<file path="config.mk">
export PLATFORM = sky130hd
export DESIGN_NAME = mmio_test_dev
export DESIGN_NICKNAME = d
export VERILOG_FILES = /design/src/rtl/mmio_test_pkg.sv /design/src/rtl/sync_fifo.sv /design/src/rtl/mmio_test_dev.sv
export SDC_FILE = /design/constraint.sdc
export NUM_CORES = 1
export LEC_CHECK = 0
export CORE_MARGIN = 3
export CORE_UTILIZATION = 56
export DETAILED_ROUTE_END_ITERATION = 16
export PLACE_DENSITY = 0.76
export REMOVE_ABC_BUFFERS = 1
export SLEW_MARGIN = 20
export SYNTH_ARGS = -nofsm -noshare
export SYNTH_HDL_FRONTEND = slang
export SYNTH_HIERARCHICAL = 1
export SYNTH_SLANG_ARGS = --single-unit
</file>
<file path="constraint.sdc">
create_clock -name clk_i -period 5.9 [get_ports clk_i]
set_input_delay 0.59 -clock clk_i [delete_from_list [all_inputs] [get_ports clk_i]]
set_output_delay 0.59 -clock clk_i [all_outputs]
set_load 0.02 [all_outputs]
</file>
<file path="src/rtl/mmio_test_pkg.sv">
// rtl/mmio_test_pkg.sv - shared register map and constants for the mmio test device
package mmio_test_pkg;

    typedef enum logic [1:0] {
        REG_TOHOST    = 2'd0,
        REG_CONSOLE   = 2'd1,
        REG_MCYCLE_LO = 2'd2,
        REG_MCYCLE_HI = 2'd3
    } reg_idx_e;

    localparam logic [31:0] DEFAULT_PASS_CODE = 32'h0000_0777;

    localparam int SEL_BIT_HI = 31;
    localparam int SEL_BIT_LO = 18;

endpackage

</file>
<file path="src/rtl/sync_fifo.sv">
// rtl/sync_fifo.sv - synchronous FIFO with wrap-bit pointers and last-value hold when empty
module sync_fifo #(
    parameter int WIDTH = 8,
    parameter int DEPTH = 16,
    localparam int AW   = $clog2(DEPTH)
) (
    input  logic             clk,
    input  logic             rst,
    input  logic             push,
    input  logic [WIDTH-1:0] push_data,
    input  logic             pop,
    output logic [WIDTH-1:0] head_data,
    output logic             full,
    output logic             empty,
    output logic [AW:0]      count
);

    logic [WIDTH-1:0] mem [DEPTH];
    logic [AW:0]      wptr;
    logic [AW:0]      rptr;
    logic [WIDTH-1:0] last_q;
    logic             do_push;
    logic             do_pop;

    assign count   = wptr - rptr;
    assign empty   = (wptr == rptr);
    assign full    = (count == DEPTH[AW:0]);
    assign do_pop  = pop & ~empty;
    // A pop in the same cycle frees the slot, so a push at full still lands.
    assign do_push = push & (~full | do_pop);

    assign head_data = empty ? last_q : mem[rptr[AW-1:0]];

    always_ff @(posedge clk) begin
        if (do_push) begin
            mem[wptr[AW-1:0]] <= push_data;
        end
    end

    always_ff @(posedge clk) begin
        if (rst) begin
            wptr   <= '0;
            rptr   <= '0;
            last_q <= '0;
        end else begin
            if (do_push) begin
                wptr <= wptr + 1'b1;
            end
            if (do_pop) begin
                rptr   <= rptr + 1'b1;
                last_q <= mem[rptr[AW-1:0]];
            end
        end
    end

endmodule

</file>
<file path="src/rtl/mmio_test_dev.sv">
// rtl/mmio_test_dev.sv - simulation-control responder: TOHOST latch, console FIFO, mcycle counter
module mmio_test_dev
    import mmio_test_pkg::*;
#(
    parameter int          FIFO_DEPTH = 16,
    parameter logic [31:0] PASS_CODE  = DEFAULT_PASS_CODE
) (
    input  logic        clk_i,
    input  logic        rst_i,
    input  logic [31:0] dbus_addr_i,
    input  logic        dbus_wvalid_i,
    input  logic [31:0] dbus_wdata_i,
    input  logic        dbus_rreq_i,
    output logic        dbus_rvalid_o,
    output logic [31:0] dbus_rdata_o,
    output logic        console_valid_o,
    output logic [7:0]  console_data_o,
    input  logic        console_ready_i,
    output logic        done_o,
    output logic        pass_o,
    output logic [31:0] fail_code_o
);

    localparam int CW = $clog2(FIFO_DEPTH) + 1;

    logic          sel;
    reg_idx_e      idx;
    logic          wr;
    logic          rd;
    logic          fifo_push;
    logic          fifo_pop;
    logic          fifo_full;
    logic          fifo_empty;
    logic [CW-1:0] fifo_count;
    logic [4:0]    count_field;
    logic          ovf;
    logic [63:0]   mcycle;
    logic [31:0]   hi_snap;
    logic [31:0]   rd_mux;
    logic          unused_addr_bits;

    assign sel = dbus_addr_i[SEL_BIT_HI] & dbus_addr_i[SEL_BIT_LO];
    assign idx = reg_idx_e'(dbus_addr_i[3:2]);
    assign wr  = dbus_wvalid_i & sel;
    assign rd  = dbus_rreq_i & sel;

    assign unused_addr_bits = ^{dbus_addr_i[30:19], dbus_addr_i[17:4], dbus_addr_i[1:0]};

    assign fifo_push       = wr & (idx == REG_CONSOLE);
    assign fifo_pop        = console_valid_o & console_ready_i;
    assign console_valid_o = ~fifo_empty;

    sync_fifo #(
        .WIDTH (8),
        .DEPTH (FIFO_DEPTH)
    ) u_console_fifo (
        .clk       (clk_i),
        .rst       (rst_i),
        .push      (fifo_push),
        .push_data (dbus_wdata_i[7:0]),
        .pop       (fifo_pop),
        .head_data (console_data_o),
        .full      (fifo_full),
        .empty     (fifo_empty),
        .count     (fifo_count)
    );

    // Deep FIFOs report a pegged count rather than a wrapped one.
    assign count_field = (int'(fifo_count) > 31) ? 5'd31 : 5'(fifo_count);

    always_comb begin
        rd_mux = '0;
        case (idx)
            REG_TOHOST:    rd_mux = fail_code_o;
            REG_CONSOLE:   rd_mux = {ovf, 26'b0, count_field};
            REG_MCYCLE_LO: rd_mux = mcycle[31:0];
            REG_MCYCLE_HI: rd_mux = hi_snap;
            default:       rd_mux = '0;
        endcase
    end

    always_ff @(posedge clk_i) begin
        if (rst_i) begin
            done_o        <= 1'b0;
            pass_o        <= 1'b0;
            fail_code_o   <= '0;
            ovf           <= 1'b0;
            mcycle        <= '0;
            hi_snap       <= '0;
            dbus_rvalid_o <= 1'b0;
            dbus_rdata_o  <= '0;
        end else begin
            if (!done_o) begin
                mcycle <= mcycle + 64'd1;
            end

            if (wr && idx == REG_TOHOST && dbus_wdata_i != 32'd0 && !done_o) begin
                fail_code_o <= dbus_wdata_i;
                done_o      <= 1'b1;
                pass_o      <= (dbus_wdata_i == PASS_CODE);
            end

            if (fifo_push && fifo_full && !fifo_pop) begin
                ovf <= 1'b1;
            end else if (wr && idx == REG_MCYCLE_HI) begin
                ovf <= 1'b0;
            end

            // LO read latches the upper half so a LO-then-HI pair is coherent.
            if (rd && idx == REG_MCYCLE_LO) begin
                hi_snap <= mcycle[63:32];
            end

            dbus_rvalid_o <= rd;
            dbus_rdata_o  <= rd ? rd_mux : 32'd0;
        end
    end

endmodule
</file>
==> out/metrics.csv <==
stage,metric,value,unit
status,status,finished clean,
floorplan,die_width,160,um
synthesis,syn_inst,1202,
synthesis,yosys.cell_types.count,62,
setup_path,worst_path_max_delay_cell,dfxtp_2,
cts,htreeDepth,2,
sta,max_freq,0.245,GHz
power,finalPower,4.58,mW
power,switching_share,20.4,%
placement,io_buffers,116,
synthesis,synth_area,13200,um^2
setup_path,reg2reg_from,u_console_fifo/wptr[3],
detailed_routing,first_iter_violations,847,
cells_and_area,antennaDiodeCount,0,
cts,cts_buffer_depth,3,
placement,dpl.hpwl,21500,um
floorplan,num_rows,55,
synthesis,ys.warnings.count,6,
floorplan,ios,145,
setup_path,startpoint_type,register,
cells_and_area,drive_above_1_share,11.3,%
sta,min_period_over_period,69.2,%
power,clockPowerShare,47.4,%
sta,setup_violations,0,
setup_path,critPathKind,reg2out,
setup_path,reg2reg_to,u_console_fifo/mem[12][3],
cts,clk_pin_slew,0.06,ns
detailed_routing,vias_per_cell,5.81,
setup_path,path_cells,buf_4 > mux4_2 > a22oi_1 > nand2_1 > mux2_2 > clkdlybuf4s50_1,
cells_and_area,stdcell_area,15800,um^2
floorplan,die_h,160,um
cells_and_area,layout_commonest_cell,nand2_1,
cts,clk_latency,0.50,ns
min_path,min_to,u_console_fifo/last_q[4],
global_route,grt_pass1_vias,9322,
min_path,min_path_cells,2,
setup_path,end_kind,output port,
detailed_routing,drcViolationCount,0,
synthesis,synth-edff-count,128,
power,seqPwrFrac,49.5,%
power,pwr_density_cell,290,nW/um^2
power,p_comb_share,3.1,%
cts,hold_buffers,0,
power,intPower,3.65,mW
sta,hold_viol_final,0,
global_route,grt_pass1_wl,51800,um
cells_and_area,nets,1378,
placement,routabilityCongestion,0.839,
setup_path,crit_required,5.31,ns
min_path,min_from,u_console_fifo/last_q[4],
synthesis,yosysSeqAreaShare,57.2,%
cts,cts-root-buf,clkbuf_16,
placement,dp_cells,1575,
global_route,grtUsageTotal,25.3,%
global_route,antenna_found_initial,0,
setup_path,regToRegSetupSlack,2.49,ns
detailed_routing,wirelength,32700,um
cts,cts_tree,built,
power,power_leakage,5.28,nW
synthesis,postSynthAreaPerCell,11.0,um^2
detailed_routing,vias,9509,
detailed_routing,first_pass_iters,5,
sta,post-route-min-period,4.08,ns
sta,grt_setup_unrepaired,no,
sta,max_slew_margin,36.0,%
setup_path,cp_data_arrival_time,3.49,ns
min_path,min_path_type,reg2reg,
detailed_routing,detail-route-antenna-nets,0,
placement,placed_cell_area,14600,um^2
power,peakVddDrop,0.189,mV
cells_and_area,layout-area-overhead-vs-synth,19.4,%
sta,fin_tns_setup,0,ns
cells_and_area,fillCellCount,1723,
floorplan,start_util,57.7,%
synthesis,synth_seq_cells,314,
power,p_switching,0.934,mW
cts,cts_resized,0,
cts,cts_setup_buffers,0,
cells_and_area,fin_cells,1637,
synthesis,ys_async_sr_fraction,0,%
cts,cts_made_buffers,34,
global_route,grt_max_degree,87,
setup_path,r2r_cells,7,
setup_path,path_max_fanout,17,
floorplan,fp.dieArea,25500,um^2
synthesis,synthFlopType,dfxtp_1,
setup_path,worst-path-buf-inv,2,
floorplan,core,22900,um^2
global_route,grt_overflow,0,
detailed_routing,post_drt_wl_per_cell,20.0,um
cts,cts.sinks,314,
sta,slew_violations,0,
job,cap_violations,0,
setup_path,cp_top_family,buffers and inverters,
setup_path,crit_path_max_incr_delay,0.71,ns
sta,max_slew.worst_pin.slew,0.952,ns
cells_and_area,final_cell_mix,"nand2_1 (190), dfxtp_1 (184), edfxtp_1 (128), clkdlybuf4s50_1 (114), nor2_1 (113)",
sta,skew,0.0164,ns
per-stage QoR:
stage / setup slack [ns] / util, % / hold WS, ns
6_report: 1.82 / 68.9 / 0.453
5_1_grt: 1.62 / 68.9 / 0.475
4_1_cts: 1.78 / 68.9 / 0.454
3_5_place_dp: 2.14 / 63.8 / 0.443
3_3_place_gp: 2.09 / 63.8 / 0.438
2_1_floorplan: 2.10 / - / 0.427
flip-flops by register name, summed over array words and instances, names as in the netlist, 5 cells and up, named ones only:
register	flops
dbus_rdata_o	32
u_console_fifo/wptr	5
hi_snap	32
u_console_fifo/last_q	8
u_console_fifo/mem	128
u_console_fifo/rptr	5
fail_code_o	32
mcycle	64
power by group through the flow:
stage | Clock (mW) | Combinational [mW] | Sequential (mW)
after CTS | 2.20 | 0.143 | 2.27
after global routing | 2.29 | 0.153 | 2.27
after detailed placement | 0 | 0.142 | 2.32
after floorplan | 0 | 0.0427 | 2.32
final | 2.17 | 0.142 | 2.27
after global placement | 0 | 0.140 | 2.32
synth_stat cells (3+ instances only):
master | instances | share of area [%]
buf_2 | 16 | 0.61
o21ai_0 | 16 | 0.61
dfxtp_1 | 186 | 28
nand2b_1 | 5 | 0.24
mux4_2 | 38 | 6.5
edfxtp_1 | 128 | 29
a22oi_1 | 19 | 1.1
xnor2_1 | 10 | 0.66
nand3_1 | 25 | 0.95
nor2b_1 | 7 | 0.33
nor3_1 | 17 | 0.64
nand2_1 | 190 | 5.4
o31ai_1 | 9 | 0.51
or3_1 | 16 | 0.76
mux2i_1 | 60 | 4.5
or4_1 | 10 | 0.57
o21a_1 | 3 | 0.17
clkbuf_1 | 47 | 1.3
nor4_1 | 12 | 0.57
xor2_1 | 31 | 2.1
and4_1 | 4 | 0.26
a21o_2 | 3 | 0.20
inv_1 | 18 | 0.51
mux2_2 | 11 | 0.94
nor2_1 | 114 | 3.2
and3_1 | 15 | 0.71
and2_1 | 9 | 0.43
buf_1 | 5 | 0.14
nand4_1 | 35 | 1.7
a21oi_1 | 93 | 3.5
ha_1 | 10 | 0.95
worst reg2reg max path, cell delays in order (launching register included):
cell and delay, ns:
dfxtp_1 0.62, ha_1 0.38, nand4_1 0.16, nor2_1 0.23, nor2b_1 0.36, o21ai_2 0.29
a21o_1 0.33, nor2_1 0.66
worst max path at each step:
stage,depth (start not counted),slack (ns),end,start
final,6,1.82,console_data_o[7],register
after global routing,6,1.62,console_data_o[0],register
after CTS,6,1.78,console_data_o[0],register
after detailed placement,8,2.14,fail_code_o[11],dbus_wdata_i[3]
after floorplan,4,2.10,fail_code_o[0],dbus_wdata_i[8]
after global placement,5,2.09,hi_snap[15],dbus_addr_i[3]
final cells by class:
cell class / instances / area (um^2) / share of cell area, %
inverters: 20 / 75.1 / 0.475
well taps: 313 / 392 / 2.48
clock buffers: 51 / 1060 / 6.71
multi-input cells: 798 / 5340 / 33.8
clock inverters: 11 / 105 / 0.665
flip-flops and latches: 314 / 7570 / 47.9
repair buffers: 130 / 1260 / 7.97
layer usage:
| metal | part of all wire (%) | GRT usage (%) | vias up |
|---|---|---|---|
| li1 | - | - | 4519 |
| met1 | 42 | 32.4 | 4636 |
| met2 | 51 | 44.2 | 282 |
| met3 | 4.7 | 3.68 | 72 |
| met4 | 3.3 | 8.79 | 0 |
| met5 | 0 | 0 | - |
logic make-up after synthesis:
group / share of synthesized area (%)
buf+inv: 2.82
flops: 57.2
simple gates: 17.0
compound gates: 7.23
xor+xnor: 2.71
fa+ha+maj: 1.10
mux: 11.9
No activity file was read; power rests on OpenSTA's default activity.
